**config.mk**
```make
export PLATFORM = sky130hd
export DESIGN_NAME = mem_port_arbiter_flat
export DESIGN_NICKNAME = d
export VERILOG_FILES = /design/src/rtl/mem_port_arbiter_if.sv /design/src/rtl/mem_port_arbiter.sv /design/src/flat_wrapper.sv
export SDC_FILE = /design/constraint.sdc
export NUM_CORES = 1
export LEC_CHECK = 0
export ABC_AREA = 0
export CAP_MARGIN = 30
export CELL_PAD_IN_SITES_DETAIL_PLACEMENT = 1
export CELL_PAD_IN_SITES_GLOBAL_PLACEMENT = 1
export CORE_MARGIN = 2
export CORE_UTILIZATION = 26
export CTS_CLUSTER_DIAMETER = 100
export DETAILED_ROUTE_END_ITERATION = 12
export GPL_TIMING_DRIVEN = 0
export PLACE_DENSITY = 0.85
export SLEW_MARGIN = 10
export SYNTH_ARGS = -nofsm -noshare
export SYNTH_HDL_FRONTEND = slang
export SYNTH_SLANG_ARGS = --single-unit
```
**constraint.sdc**
```tcl
create_clock -name clk -period 4.4 [get_ports clk]
set_input_delay 0.44 -clock clk [delete_from_list [all_inputs] [get_ports clk]]
set_output_delay 0.44 -clock clk [all_outputs]
set_load 0.01 [all_outputs]
```
**src/rtl/mem_port_arbiter_if.sv**
```systemverilog
// Request/grant/data bundle shared by the CPU port, the host port and the RAM side
// of the memory port arbiter.
interface mem_port_arbiter_if #(
  parameter int AW = 5,
  parameter int DW = 8
);
  logic          cpu_req;
  logic          cpu_we;
  logic [AW-1:0] cpu_addr;
  logic [DW-1:0] cpu_wdata;
  logic          cpu_gnt;
  logic          cpu_rvalid;
  logic [DW-1:0] cpu_rdata;

  logic          host_req;
  logic          host_we;
  logic [AW-1:0] host_addr;
  logic [DW-1:0] host_wdata;
  logic          host_lock;
  logic          host_gnt;
  logic          host_rvalid;
  logic [DW-1:0] host_rdata;

  logic [AW-1:0] mem_addr;
  logic          mem_we;
  logic [DW-1:0] mem_wdata;
  logic [DW-1:0] mem_rdata;

  modport slave (
    input  cpu_req, cpu_we, cpu_addr, cpu_wdata,
    input  host_req, host_we, host_addr, host_wdata, host_lock,
    input  mem_rdata,
    output cpu_gnt, cpu_rvalid, cpu_rdata,
    output host_gnt, host_rvalid, host_rdata,
    output mem_addr, mem_we, mem_wdata
  );

  modport master (
    output cpu_req, cpu_we, cpu_addr, cpu_wdata,
    output host_req, host_we, host_addr, host_wdata, host_lock,
    output mem_rdata,
    input  cpu_gnt, cpu_rvalid, cpu_rdata,
    input  host_gnt, host_rvalid, host_rdata,
    input  mem_addr, mem_we, mem_wdata
  );
endinterface

```
**src/rtl/mem_port_arbiter.sv**
```systemverilog
// Two-port arbiter in front of a single-port synchronous RAM: round-robin between
// CPU and host, optional host lock with a forced release after LOCK_MAX cycles,
// and a saturating count of cycles in which a requester was held off.
module mem_port_arbiter #(
  parameter int AW       = 5,
  parameter int DW       = 8,
  parameter int LOCK_MAX = 16,
  parameter int CNT_W    = 8
) (
  input  logic             clk,
  input  logic             reset_n,
  mem_port_arbiter_if.slave bus,
  output logic             lock_timeout,
  input  logic             cnt_clr,
  output logic [CNT_W-1:0] conflict_cnt
);
  localparam int LCW = $clog2(LOCK_MAX + 1);

  typedef enum logic {ARB, LOCK} state_t;
  typedef enum logic {CPU, HOST} port_t;

  state_t         state, state_next;
  port_t          last_gnt, last_gnt_next;
  logic [LCW-1:0] lock_cnt, lock_cnt_next;
  logic           lock_timeout_next;
  logic           cpu_rvalid_q, host_rvalid_q;
  logic           held_off;

  // Grant selection and lock FSM next-state; grants are forced low during reset
  always_comb begin
    bus.cpu_gnt       = 1'b0;
    bus.host_gnt      = 1'b0;
    state_next        = state;
    last_gnt_next     = last_gnt;
    lock_cnt_next     = lock_cnt;
    lock_timeout_next = 1'b0;
    if (reset_n) begin
      unique case (state)
        ARB: begin
          if (bus.cpu_req && bus.host_req) begin
            bus.cpu_gnt  = (last_gnt == HOST);
            bus.host_gnt = (last_gnt == CPU);
          end else begin
            bus.cpu_gnt  = bus.cpu_req;
            bus.host_gnt = bus.host_req;
          end
          if (bus.cpu_gnt) last_gnt_next = CPU;
          if (bus.host_gnt) begin
            last_gnt_next = HOST;
            if (bus.host_lock) begin
              state_next    = LOCK;
              lock_cnt_next = LCW'(1);
            end
          end
        end
        LOCK: begin
          bus.host_gnt  = bus.host_req;
          lock_cnt_next = lock_cnt + 1'b1;
          // A voluntary release wins over a coinciding timeout
          if (!bus.host_lock) begin
            state_next    = ARB;
            last_gnt_next = HOST;
          end else if (lock_cnt == LCW'(LOCK_MAX)) begin
            state_next        = ARB;
            last_gnt_next     = HOST;
            lock_timeout_next = 1'b1;
          end
        end
        default: ;
      endcase
    end
  end

  // RAM bus mux from whichever port holds the grant
  always_comb begin
    bus.mem_addr  = '0;
    bus.mem_we    = 1'b0;
    bus.mem_wdata = '0;
    if (bus.cpu_gnt) begin
      bus.mem_addr  = bus.cpu_addr;
      bus.mem_we    = bus.cpu_we;
      bus.mem_wdata = bus.cpu_wdata;
    end else if (bus.host_gnt) begin
      bus.mem_addr  = bus.host_addr;
      bus.mem_we    = bus.host_we;
      bus.mem_wdata = bus.host_wdata;
    end
  end

  // FSM, round-robin pointer, lock counter and read-valid registers
  always_ff @(posedge clk or negedge reset_n) begin
    if (!reset_n) begin
      state         <= ARB;
      last_gnt      <= HOST;
      lock_cnt      <= '0;
      lock_timeout  <= 1'b0;
      cpu_rvalid_q  <= 1'b0;
      host_rvalid_q <= 1'b0;
    end else begin
      state         <= state_next;
      last_gnt      <= last_gnt_next;
      lock_cnt      <= lock_cnt_next;
      lock_timeout  <= lock_timeout_next;
      cpu_rvalid_q  <= bus.cpu_gnt & ~bus.cpu_we;
      host_rvalid_q <= bus.host_gnt & ~bus.host_we;
    end
  end

  assign held_off = (bus.cpu_req & ~bus.cpu_gnt) | (bus.host_req & ~bus.host_gnt);

  // Saturating contention counter; clear takes priority over increment
  always_ff @(posedge clk or negedge reset_n) begin
    if (!reset_n) begin
      conflict_cnt <= '0;
    end else if (cnt_clr) begin
      conflict_cnt <= '0;
    end else if (held_off && (conflict_cnt != '1)) begin
      conflict_cnt <= conflict_cnt + 1'b1;
    end
  end

  assign bus.cpu_rvalid  = cpu_rvalid_q;
  assign bus.host_rvalid = host_rvalid_q;
  assign bus.cpu_rdata   = cpu_rvalid_q  ? bus.mem_rdata : '0;
  assign bus.host_rdata  = host_rvalid_q ? bus.mem_rdata : '0;
endmodule

```
**src/flat_wrapper.sv**
```systemverilog
// flat-port wrapper written by rule: the top's interface ports become plain ports
module mem_port_arbiter_flat 
#(
  parameter int AW       = 5,
  parameter int DW       = 8,
  parameter int LOCK_MAX = 16,
  parameter int CNT_W    = 8
)
  (clk, reset_n, lock_timeout, cnt_clr, conflict_cnt, bus_cpu_req, bus_cpu_we, bus_cpu_addr, bus_cpu_wdata, bus_host_req, bus_host_we, bus_host_addr, bus_host_wdata, bus_host_lock, bus_mem_rdata, bus_cpu_gnt, bus_cpu_rvalid, bus_cpu_rdata, bus_host_gnt, bus_host_rvalid, bus_host_rdata, bus_mem_addr, bus_mem_we, bus_mem_wdata);
  mem_port_arbiter_if #(.AW(AW), .DW(DW)) bus_i ();
  input  logic clk;
  input  logic reset_n;
  output logic lock_timeout;
  input  logic cnt_clr;
  output logic [CNT_W-1:0] conflict_cnt;
  input wire logic [$bits(bus_i.cpu_req)-1:0] bus_cpu_req;
  input wire logic [$bits(bus_i.cpu_we)-1:0] bus_cpu_we;
  input wire logic [$bits(bus_i.cpu_addr)-1:0] bus_cpu_addr;
  input wire logic [$bits(bus_i.cpu_wdata)-1:0] bus_cpu_wdata;
  input wire logic [$bits(bus_i.host_req)-1:0] bus_host_req;
  input wire logic [$bits(bus_i.host_we)-1:0] bus_host_we;
  input wire logic [$bits(bus_i.host_addr)-1:0] bus_host_addr;
  input wire logic [$bits(bus_i.host_wdata)-1:0] bus_host_wdata;
  input wire logic [$bits(bus_i.host_lock)-1:0] bus_host_lock;
  input wire logic [$bits(bus_i.mem_rdata)-1:0] bus_mem_rdata;
  output wire logic [$bits(bus_i.cpu_gnt)-1:0] bus_cpu_gnt;
  output wire logic [$bits(bus_i.cpu_rvalid)-1:0] bus_cpu_rvalid;
  output wire logic [$bits(bus_i.cpu_rdata)-1:0] bus_cpu_rdata;
  output wire logic [$bits(bus_i.host_gnt)-1:0] bus_host_gnt;
  output wire logic [$bits(bus_i.host_rvalid)-1:0] bus_host_rvalid;
  output wire logic [$bits(bus_i.host_rdata)-1:0] bus_host_rdata;
  output wire logic [$bits(bus_i.mem_addr)-1:0] bus_mem_addr;
  output wire logic [$bits(bus_i.mem_we)-1:0] bus_mem_we;
  output wire logic [$bits(bus_i.mem_wdata)-1:0] bus_mem_wdata;
  assign bus_i.cpu_req = bus_cpu_req;
  assign bus_i.cpu_we = bus_cpu_we;
  assign bus_i.cpu_addr = bus_cpu_addr;
  assign bus_i.cpu_wdata = bus_cpu_wdata;
  assign bus_i.host_req = bus_host_req;
  assign bus_i.host_we = bus_host_we;
  assign bus_i.host_addr = bus_host_addr;
  assign bus_i.host_wdata = bus_host_wdata;
  assign bus_i.host_lock = bus_host_lock;
  assign bus_i.mem_rdata = bus_mem_rdata;
  assign bus_cpu_gnt = bus_i.cpu_gnt;
  assign bus_cpu_rvalid = bus_i.cpu_rvalid;
  assign bus_cpu_rdata = bus_i.cpu_rdata;
  assign bus_host_gnt = bus_i.host_gnt;
  assign bus_host_rvalid = bus_i.host_rvalid;
  assign bus_host_rdata = bus_i.host_rdata;
  assign bus_mem_addr = bus_i.mem_addr;
  assign bus_mem_we = bus_i.mem_we;
  assign bus_mem_wdata = bus_i.mem_wdata;
  mem_port_arbiter #(.AW(AW), .DW(DW), .LOCK_MAX(LOCK_MAX), .CNT_W(CNT_W)) u_core (.clk(clk), .reset_n(reset_n), .bus(bus_i), .lock_timeout(lock_timeout), .cnt_clr(cnt_clr), .conflict_cnt(conflict_cnt));
endmodule
```
# Word level (Yosys, flattened, before mapping)
# Cells that the tools add are included.
totals:
  reg_bits: 18
  input_bits: 42
  output_inout_bits: 43
  elab_cells: 68
classes:
  add_sub_neg: 2
  eq_ne: 6
  mux: 37
  n_bitwise: 11
  n_reduce_logical: 5
op_table:
  columns: ["operator", "n"]
  rows:
  - ["2-to-1 mux 8 bit", 6]
  - ["2-to-1 mux 1 bit", 23]
  - ["2-to-1 mux 5 bit", 4]
  - ["one-hot mux 5 bit (2 select lines)", 1]
  - ["adder 8 x 1 -> 8 bit, second input constant", 1]
  - ["inequality test 8 bit, second input constant", 1]
  - ["NOT 1 bit", 6]
  - ["one-hot mux 1 bit (2 select lines)", 3]
  - ["AND reduction 3 bit", 2]
  - ["adder 5 x 1 -> 5 bit, second input constant", 1]
  - ["equality test 5 bit, second input constant", 1]
  - ["AND 1 bit", 4]
  - ["inequality test 3 x 1 -> 1 bit, second input constant", 1]
  - ["inequality test 3 bit, second input constant", 1]
  - ["logical AND 1 bit", 2]
  - ["inequality test 2 x 1 -> 1 bit, second input constant", 1]
  - ["inequality test 2 bit, second input constant", 1]
  - ["nonzero test 2 bit", 1]
  - ["OR 1 bit", 1]

# Logic depth before layout (Yosys ltp)
depth:
  depth_word: 12
  mapped_depth: 6
  mapped_depth_nobuf: 6

# Worst setup path before layout
# Ideal clock, no wire load.
synth_path:
  path_type: "reg-to-output"
  from: "reg u_core.last_gnt"
  to: "out bus_mem_addr[3]"
  arrival_ns: 1.402
  t_required_ns: 3.960
  setup_slack_ns: 2.558
  stages_incl_launch_ff: 5
  n_path_buf: 1
  cell_sequence: "dfstp_2 -> nand2_1 -> o211a_1 -> clkbuf_1 -> a22o_1"
synth_between:
  elab_chain_cells: 8
  elab_cells_between_ends: 13
  cone_classes: "mux: 12; bitwise: 1"
synth_lines:
  columns: ["element", "line", "source"]
  rows:
  - ["from (decl)", "mem_port_arbiter.sv:23", "port_t last_gnt, last_gnt_next;"]
  - ["from (signal assigned)", "mem_port_arbiter.sv:101", "last_gnt <= last_gnt_next;"]
  - ["NOT 1 bit", "mem_port_arbiter.sv:42", "bus.host_gnt = (last_gnt == CPU);"]
  - ["2-to-1 mux 1 bit", "mem_port_arbiter.sv:40", "if (bus.cpu_req && bus.host_req) begin"]
  - ["2-to-1 mux 1 bit", "mem_port_arbiter.sv:38", "unique case (state)"]
  - ["2-to-1 mux 1 bit", "mem_port_arbiter.sv:37", "if (reset_n) begin"]
  - ["one-hot mux 1 bit (2 select lines)", "mem_port_arbiter.sv:38", null]
  - ["2-to-1 mux 1 bit", "mem_port_arbiter.sv:37", null]
  - ["named net bus_host_gnt", "flat_wrapper.sv:29", "output wire logic [$bits(bus_i.host_gnt)-1:0] bus_host_gnt;"]
  - ["2-to-1 mux 5 bit", "mem_port_arbiter.sv:83", "end else if (bus.host_gnt) begin"]
  - ["2-to-1 mux 5 bit", "mem_port_arbiter.sv:79", "if (bus.cpu_gnt) begin"]
  - ["to (decl)", "flat_wrapper.sv:32", "output wire logic [$bits(bus_i.mem_addr)-1:0] bus_mem_addr;"]
# The timed path passes the listed nets, and every way through them passes these cells. The select of a mux whose other input is x is not followed.

# Worst setup path after layout
layout_path:
  from: "in reset_n"
  to: "out bus_mem_wdata[5]"
layout_between:
  elab_chain_cells: 3
  elab_cells_between_ends: 4
  cone_classes: "mux: 4"
layout_lines:
  columns: ["element", "line", "source"]
  rows:
  - ["from (decl)", "flat_wrapper.sv:12", "input logic reset_n;"]
  - ["2-to-1 mux 1 bit", "mem_port_arbiter.sv:37", null]
  - ["2-to-1 mux 8 bit", "mem_port_arbiter.sv:83", null]
  - ["2-to-1 mux 8 bit (*)", "mem_port_arbiter.sv:79", null]
  - ["to (decl)", "flat_wrapper.sv:34", "output wire logic [$bits(bus_i.mem_wdata)-1:0] bus_mem_wdata;"]
# Mark *: on every way between the ends. The rest lies on a longest branch, timed or not.

==> reports/metrics.csv <==
metric;value;unit
cp_slowest_cell;clkdlybuf4s50_1;
clk_latency;0.26;ns
r2r_cells;6;
ios;85;
yosys_most_used_dff;dfrtp_1;
drv_cap;0;
syn2layout_area_growth;76.5;%
final_cells;283;
path_cells;clkdlybuf4s50_1 -> buf_6 -> nor2b_2 -> o21ai_0 -> nor2_1 -> buf_4 -> a22o_1 -> clkdlybuf4s50_1;
worstSetupStartpointType;input port;
post_cts_buffers;0;
numCtsBuffers;3;
cts_hold_buf;0;
setup_tns;0;ns
nets;275;
synth_area;1260;um^2
overflow;0;
synth.distinct_cells;38;
fmax;290;MHz
status;complete, no violations;
reg2reg_from;u_core.conflict_cnt[0];
slowest_delay;0.64;ns
required;3.96;ns
fin_crit;3.45;ns
path_max_fanout;17;
slew_headroom;66.4;%
diodes;0;
vias;1432;
cts_buffer_depth;2;
drt-total-wl;4330;um
postRouteAntennaNets;0;
drt_iter0_drc;40;
hold_class;input port to async pin;
grt_pass1_wl;6990;um
die_area;5420;um^2
clk_pin_slew_worst_paths;0.07;ns
place_hpwl;3420;um
core_area;4690;um^2
peakVddDrop;0.130;mV
cts_resized;0;
ys_ff_latch;18;
start_util;26.9;%
avgSynthCellArea;8.94;um^2
crit_path_end;bus_mem_wdata[5];
antenna_found_initial;0;
drc;0;
hold_viol;0;
finalClockSkew;0.00108;ns
synth_fp_nets;186;
fin_crit_sh;78.4;%
path_depth;8;
htreeDepth;1;
synth-edff-count;0;
syn_inst;141;
cts_sinks;18;
rsz0062_at_grt;no;
portBuffers;83;
arrival;3.01;ns
end_kind;output port;
routabilityCongestion;0.836;
grt_max_degree;23;
n_fill_cell;544;
grt_usage;16.5;%
path_class;input port to output port;
drt-wirelength-per-cell;15.3;um
firstDrtPassIters;4;
row_count;25;
drive_above_1_share;6.11;%
r2r-end;u_core.conflict_cnt[5];
cts_tree;yes;
root_buffer;clkbuf_8;
p_leak;0.000896;uW
vias_per_cell;5.06;
async_flop_share;100;%
p_per_area;274;nW/um^2
fp.dieW;73.6;um
finalSetupViolations;0;
tightest_slew;0.502;ns
yosysWarnings;0;
drv_slew;0;
crit_top_cell;clkdlybuf4s50_1;
cp-startpoint;reset_n;
place_inst;278;
r2r_slack;2.64;ns
cp_num_buf_inv;4;
die_h;73.6;um
grt_pass1_vias;1531;
cp_top_family;buffers and inverters;
ys_seq_area_share;35.8;%
[synthesized netlist by cell type, types with 3 or more instances]
cell type   n  area, um^2
a21oi_1     8        40.0
a22o_1     15         131
and2_1     16         100
dfrtp_1    17         425
ha_1        3        37.5
inv_1       9        33.8
nand2_1     9        33.8
nand2b_1    4        25.0
nand3_1     7        35.0
nor2_1      7        26.3
o21ai_0     6        30.0
o31ai_1     3        22.5
or4_1       5        37.5
[cell type report]
cell class              instances  area, um^2  area share [%]
multi-input cells             107         733            32.9
plain buffers                   7        42.5            1.91
repair buffers                 84         842            37.8
flip-flops and latches         18         452            20.3
clock buffers                   4        55.1            2.47
inverters                       9        33.8            1.52
well taps                      54        67.6            3.04
[report_power, final]
| group | leakage, uW | internal [uW] | switching (uW) |
|---|---|---|---|
| Clock | 0.0000288 | 79.7 | 60.8 |
| Combinational | 0.000627 | 137 | 105 |
| Sequential | 0.000240 | 195 | 30.9 |
[cells in the final DEF, fill, tap and decap left out, types with 2 or more instances in the layout]
master,Yosys,routed
a22o_1,15,15
clkbuf_1,2,2
mux2i_1,2,2
o21ai_0,6,6
buf_6,1,2
buf_4,2,2
dfrtp_1,17,17
and2_1,16,16
or4_1,5,5
nand3_1,7,7
a31oi_1,2,2
clkdlybuf4s50_1,0,83
nand2_1,9,9
a21oi_1,8,8
nor3b_1,2,2
nor2_1,7,7
o41ai_1,2,2
clkbuf_8,0,4
o31ai_1,3,3
ha_1,3,3
nor2b_1,2,2
nand2b_1,4,4
inv_1,9,9
[cells by family (layout without fill, tap and decap cells)]
family                   Yosys count  after routing  synth area share [%]
AND/OR/NAND/NOR                   62             62                  29.6
AO/OA/AOI/OAI                     39             39                  23.1
flip-flops                        18             18                  35.8
buffers and inverters             16            104                  6.05
adder cells (fa/ha/maj)            3              3                  2.98
multiplexers                       3              3                  2.48
[how the worst min path moves through the flow]
stage / start / depth (start not counted) / to
CTS: u_core.last_gnt / 2 / u_core.last_gnt
global route: reset_n / 1 / u_core.conflict_cnt[3]
global placement: u_core.lock_cnt[4] / 2 / u_core.lock_cnt[4]
finish: reset_n / 1 / u_core.conflict_cnt[3]
floorplan: reset_n / 0 / u_core.bus.cpu_rvalid
detailed placement: u_core.last_gnt / 2 / u_core.last_gnt
[metal layers]
metal,global-route usage [%],wire length (um)
met5,0,0
met4,5.05,24
met3,5.49,309
met2,28.8,2350
met1,19.0,1650
[state kept, by name, indices dropped and copies added (netlist names)]
name                    cells
u_core.lock_cnt             5
u_core.lock_timeout         1
u_core.state                1
u_core.bus.cpu_rvalid       1
u_core.last_gnt             1
u_core.bus.host_rvalid      1
u_core.conflict_cnt         8
[through the flow]
| stage | area (um^2) | total power (uW) | worst slack (ns) | util, % | hold WS [ns] |
|---|---|---|---|---|---|
| 4_1_cts | 2210 | 616 | 0.547 | 47.2 | 0.555 |
| 3_3_place_gp | 2160 | 464 | 0.602 | 46.0 | 0.520 |
| 6_report | 2230 | 609 | 0.951 | 47.4 | 0.427 |
| 5_1_grt | 2230 | 652 | 0.733 | 47.4 | 0.444 |
| 3_5_place_dp | 2160 | 475 | 0.542 | 46.0 | 0.543 |
| 2_1_floorplan | 1260 | 343 | 2.56 | - | 0.144 |
Note: power is estimated with default switching activity, not from simulation.
